**config.mk**
```make
export PLATFORM = sky130hd
export DESIGN_NAME = fft_spi_in
export DESIGN_NICKNAME = d
export VERILOG_FILES = /design/src/rtl/fft_pkg.sv /design/src/rtl/spi_sync.sv /design/src/rtl/fft_spi_in.sv
export SDC_FILE = /design/constraint.sdc
export NUM_CORES = 1
export LEC_CHECK = 0
export ABC_AREA = 1
export CAP_MARGIN = 20
export CORE_AREA = 2 2 79 81
export DETAILED_ROUTE_END_ITERATION = 7
export DIE_AREA = 0 0 81 83
export PLACE_DENSITY = 0.64
export SYNTH_ARGS = -nofsm -noshare
export SYNTH_HDL_FRONTEND = slang
export SYNTH_HIERARCHICAL = 1
export SYNTH_SLANG_ARGS = --single-unit
```
**constraint.sdc**
```tcl
create_clock -name clk -period 1.3 [get_ports clk]
set_input_delay 0.195 -clock clk [delete_from_list [all_inputs] [get_ports clk]]
set_output_delay 0.195 -clock clk [all_outputs]
set_load 0.1 [all_outputs]
```
**src/rtl/fft_pkg.sv**
```systemverilog
// Shared constants for the fft sample-load link: default frame geometry and
// the receiver FSM state encoding.
package fft_pkg;

  localparam int FFT_N   = 32;  // words per frame (power of 2)
  localparam int FFT_MSB = 16;  // bits per word

  localparam logic [1:0] ST_IDLE    = 2'd0;
  localparam logic [1:0] ST_RECV    = 2'd1;
  localparam logic [1:0] ST_WAIT_CS = 2'd2;

  typedef enum logic [1:0] {
    IDLE    = ST_IDLE,
    RECV    = ST_RECV,
    WAIT_CS = ST_WAIT_CS
  } rx_state_t;

endpackage

```
**src/rtl/spi_sync.sv**
```systemverilog
// Two-flop synchroniser for one asynchronous SPI line, followed by a delay
// stage so that single-cycle rise/fall strobes can be derived in clk domain.
module spi_sync #(
  parameter logic RST_VAL = 1'b0
) (
  input  logic clk,
  input  logic rst_n,
  input  logic din,
  output logic level,
  output logic rise,
  output logic fall
);

  logic meta;
  logic sync;
  logic dly;

  // Synchroniser chain plus edge-detect delay; all stages share the reset value.
  always_ff @(posedge clk) begin
    if (!rst_n) begin
      meta <= RST_VAL;
      sync <= RST_VAL;
      dly  <= RST_VAL;
    end else begin
      meta <= din;
      sync <= meta;
      dly  <= sync;
    end
  end

  assign level = sync;
  assign rise  = sync & ~dly;
  assign fall  = dly & ~sync;

endmodule

```
**src/rtl/fft_spi_in.sv**
```systemverilog
// SPI mode-0 slave receiver: reassembles MSB-first words of a cs-framed burst
// and presents them on the fft sample-load interface.
//
// Output handshake: insert_data is a one-cycle strobe with no back-pressure;
// addr/data_out are valid in the strobe cycle and hold until the next strobe.
// frame_done coincides with the strobe of word N-1; frame_err is a lone pulse.
module fft_spi_in
  import fft_pkg::*;
#(
  parameter int N   = FFT_N,
  parameter int MSB = FFT_MSB
) (
  input  logic                 clk,
  input  logic                 rst_n,
  input  logic                 sclk,
  input  logic                 mosi,
  input  logic                 cs,
  output logic                 insert_data,
  output logic [$clog2(N)-1:0] addr,
  output logic [MSB-1:0]       data_out,
  output logic                 frame_done,
  output logic                 frame_err,
  output logic                 busy,
  output logic [1:0]           dbg_state
);

  localparam int AW = $clog2(N);
  localparam int BW = $clog2(MSB);

  logic sclk_s, sclk_rise, sclk_fall;
  logic mosi_s, mosi_rise, mosi_fall;
  logic cs_s, cs_rise, cs_fall;

  spi_sync #(.RST_VAL(1'b0)) u_sync_sclk (
    .clk(clk), .rst_n(rst_n), .din(sclk),
    .level(sclk_s), .rise(sclk_rise), .fall(sclk_fall)
  );
  spi_sync #(.RST_VAL(1'b0)) u_sync_mosi (
    .clk(clk), .rst_n(rst_n), .din(mosi),
    .level(mosi_s), .rise(mosi_rise), .fall(mosi_fall)
  );
  // cs resets "asserted" so a cs held low through reset never opens a frame.
  spi_sync #(.RST_VAL(1'b0)) u_sync_cs (
    .clk(clk), .rst_n(rst_n), .din(cs),
    .level(cs_s), .rise(cs_rise), .fall(cs_fall)
  );

  rx_state_t      state, state_nxt;
  logic [BW-1:0]  bit_cnt;
  logic [AW-1:0]  word_cnt;
  logic [MSB-1:0] shift;

  logic word_done;   // this cycle's sclk edge completes a word
  logic last_word;   // the completed word is word N-1
  logic abort;       // cs released before the frame completed

  assign word_done = (state == RECV) && sclk_rise && (bit_cnt == BW'(MSB-1));
  assign last_word = word_done && (word_cnt == AW'(N-1));
  assign abort     = (state == RECV) && cs_rise && !last_word;

  // FSM state register.
  always_ff @(posedge clk) begin
    if (!rst_n) state <= IDLE;
    else        state <= state_nxt;
  end

  // Next-state: the bit on a coincident sclk edge is processed before cs_rise.
  always_comb begin
    state_nxt = state;
    case (state)
      IDLE:    if (cs_fall) state_nxt = RECV;
      RECV: begin
        if (last_word)    state_nxt = cs_rise ? IDLE : WAIT_CS;
        else if (cs_rise) state_nxt = IDLE;
      end
      WAIT_CS: if (cs_rise) state_nxt = IDLE;
      default: state_nxt = IDLE;
    endcase
  end

  // Shift/count datapath and registered output strobes.
  always_ff @(posedge clk) begin
    if (!rst_n) begin
      bit_cnt     <= '0;
      word_cnt    <= '0;
      shift       <= '0;
      insert_data <= 1'b0;
      addr        <= '0;
      data_out    <= '0;
      frame_done  <= 1'b0;
      frame_err   <= 1'b0;
    end else begin
      insert_data <= 1'b0;
      frame_done  <= 1'b0;
      frame_err   <= abort;
      if (state == IDLE && cs_fall) begin
        bit_cnt  <= '0;
        word_cnt <= '0;
        shift    <= '0;
      end
      if (state == RECV && sclk_rise) begin
        shift <= {shift[MSB-2:0], mosi_s};
        if (word_done) begin
          bit_cnt     <= '0;
          word_cnt    <= word_cnt + 1'b1;
          insert_data <= 1'b1;
          addr        <= word_cnt;
          data_out    <= {shift[MSB-2:0], mosi_s};
          frame_done  <= last_word;
        end else begin
          bit_cnt <= bit_cnt + 1'b1;
        end
      end
    end
  end

  assign busy      = (state == RECV);
  assign dbg_state = state;

endmodule
```
==> results.py <==
metrics = {
    "placement": {
        "dp_slack_ns": -0.0151,
        "placed_area_um2": 2960,
        "place.gp.congestion": 0.803,
        "io_buffer_count": 31,
        "dp_cells": 387,
        "detailed_place_hpwl_um": 2920,
    },
    "routing": {
        "antenna_violating_nets_post_route": 0,
        "final_wirelength_um": 4660,
        "drt_iter0_drc": 84,
        "drt_pre_antenna_iters": 4,
        "vias_per_cell": 4.56,
        "detailroute.via_count": 1862,
        "wire_length_per_cell_um": 11.4,
        "post-route-drc-count": 0,
    },
    "critical_path": {
        "arrival_time_reported_for_the_critical_path_endpoint_ns": 1.62,
        "worstSetupPathType": "flip-flop to flip-flop",
        "cp-start-kind": "flip-flop",
        "required_ns": 1.58,
        "timing.critical_path.fanout_max": 8,
        "timing.reg2reg.worst_path_depth": 8,
        "endpoint_kind": "flip-flop",
    },
    "pwr": {
        "total_leakage_power_uw": 0.00151,
        "power.clock.fraction_pct": 46.9,
        "power.share.sequential_pct": 49.7,
        "power.combinational.fraction_pct": 3.4,
        "switching_share_pct": 22.1,
        "power.total_uw": 3610,
        "internal_power_component_uw": 2810,
        "ir_drop_mv": 1.03,
        "power_density_nw_per_um2": 1080,
        "power.switching_uw": 798,
    },
    "timing": {
        "final_critical_path_setup_slack_ns": -0.0363,
        "timing.final.crit_share_pct": 103,
        "grt_setup_unrepaired": "yes",
        "min_period_ns": 1.34,
        "setup_viol_count_final": 20,
        "finalSetupTns_ns": -0.412,
        "final_hold_violation_count": 0,
        "final-max-slew-violation-count": 0,
        "maxSlewHeadroom_pct": 84.8,
        "clock_skew_ns": 0.00604,
        "tightest_slew_ns": 0.225,
        "fmax_mhz": 748,
    },
    "layout": {
        "final_design_area_no_fill_um2": 3350,
        "fin_nets": 336,
        "area_growth_pct": 54.8,
        "post_route_cells_drive_above_1_share_pct": 33.3,
        "finish.cell_count_without_fillers": 408,
        "num_antenna_cells": 0,
    },
    "clock_tree": {
        "cts.sinks": 58,
        "clock_pin_slew_on_the_worst_setup_and_hold_paths_ns": 0.06,
        "clock_path_buffers": 2,
        "worstSkewPairLatency_ns": 0.34,
        "htreeDepth": 3,
        "tritoncts": "yes",
        "clockRootBuffer": "clkbuf_8",
        "cts_inserted_buffers": 9,
    },
    "status": {
        "run_status": "complete, but fails checks",
        "violations": "setup timing",
    },
    "synth": {
        "synth-warning-count": 6,
        "postSynthNetCount": 284,
        "syn_area_um2": 2170,
        "synthesized_instance_count": 276,
        "post_synth.cell_area_avg_um2": 7.85,
    },
    "hold_path": {
        "worst_hold_check_path_type": "input port to flip-flop",
        "min_delay_path_depth": 3,
    },
    "global_routing": {
        "grt_remaining_overflow": 0,
        "global_route_wire_length_before_repair_um": 7630,
        "grt_start_max_net_pins": 21,
        "gr-usage-all-layers_pct": 14.9,
        "antenna_violations_before_repair": 0,
        "number_of_global_route_vias_before_repair": 1676,
    },
    "die": {
        "die_width_um": 81,
        "design.portCount": 32,
        "floorplan.initialDensity_pct": 37.2,
        "floorplan.die_area_um2": 6720,
        "die_h_um": 83,
        "rows": 28,
        "floorplan.core_area_um2": 5820,
    },
    "flow_run": {
        "maxCapViolCount": 0,
    },
}
what timing repair did:
| action | in CTS | in global routing |
|---|---|---|
| gates resized for setup | 0 | 48 |
| pin swaps | 0 | 7 |
| gates cloned | 0 | 1 |
| hold buffers | 0 | 0 |
| buffers inserted | 3 | 1 |
| endpoints found under the setup margin | 1 | 46 |
layout by cell type (no fill, tap or decap):
cell and count:
a21oi_1 20, o21ai_2 1, ha_2 2, clkbuf_8 11, clkbuf_16 1, clkinvlp_4 2, nand3_2 3, clkinv_2 3
bufinv_16 1, o21ai_1 2, xor2_1 1, o21ai_0 2, inv_4 3, nor2_8 2, dfxtp_1 54, inv_1 15
nand2_1 84, nand2_2 17, nand3_1 24, inv_2 2, and2_1 1, nor2_2 3, nand4_1 1, nand3_4 1
nor2_4 1, nand2_8 1, buf_6 2, nor2_1 12, buf_12 30, clkdlybuf4s50_1 4, ha_1 1, buf_4 15
dfxtp_4 2, dfxtp_2 2, o21bai_1 1, nand2_4 6
cell type report:
cell class	count	area [um2]
well taps	75	93.8
multi-input cells	186	992
fillers	535	2460
clock buffers	11	151
inverters	21	90.1
clock inverters	5	52.6
repair buffers	52	801
flip-flops and latches	58	1170
power groups by stage:
stage	Clock (uW)	Combinational [uW]	Sequential [uW]
4_1_cts	1740	120	1790
2_1_floorplan	0	62.3	1840
3_3_place_gp	0	115	1830
6_report	1690	123	1790
5_1_grt	1820	135	1790
3_5_place_dp	0	117	1830
per-stage QoR:
step | hold WS (ns) | utilization (%)
6_report | 0.375 | 57.6
5_1_grt | 0.388 | 57.6
4_1_cts | 0.358 | 54.8
3_5_place_dp | 0.403 | 50.9
3_3_place_gp | 0.394 | 50.9
2_1_floorplan | 0.288 | -
sequential cells by signal (all words and copies together) (netlist names), 2 cells and up:
register / cells
bit_cnt: 4
addr: 5
word_cnt: 5
data_out: 16
dbg_state: 2
shift: 15
worst max-delay path, stage by stage, from the launching register on:
cell and delay [ns]:
dfxtp_1 0.34, ha_2 0.22, nand3_4 0.10, inv_4 0.09
nand2_8 0.08, nor2_8 0.18, clkbuf_16 0.18, nand2_1 0.05
nand2_1 0.05
worst paths after layout:
kind / start / to / slack (ns)
worst max-delay path: bit_cnt[1]$_SDFFE_PN0P_ / data_out[5]$_SDFFE_PN0P_ / -0.04
worst min-delay path: cs / u_sync_cs/meta$_SDFF_PN0_ / 0.37
worst max register to register: bit_cnt[1]$_SDFFE_PN0P_ / data_out[5]$_SDFFE_PN0P_ / -0.04
worst min register to register: u_sync_sclk/meta$_SDFF_PN0_ / u_sync_sclk/level$_SDFF_PN0_ / 0.41
routing by layer:
metal | up-vias | wire (um) | global-route usage, %
li1 | 971 | - | -
met1 | 851 | 2120 | 18.5
met2 | 29 | 2250 | 22.4
met3 | 11 | 173 | 4.67
met4 | 0 | 118 | 8.32
met5 | - | 0 | 0
Note: power is estimated with default switching activity, not from simulation.
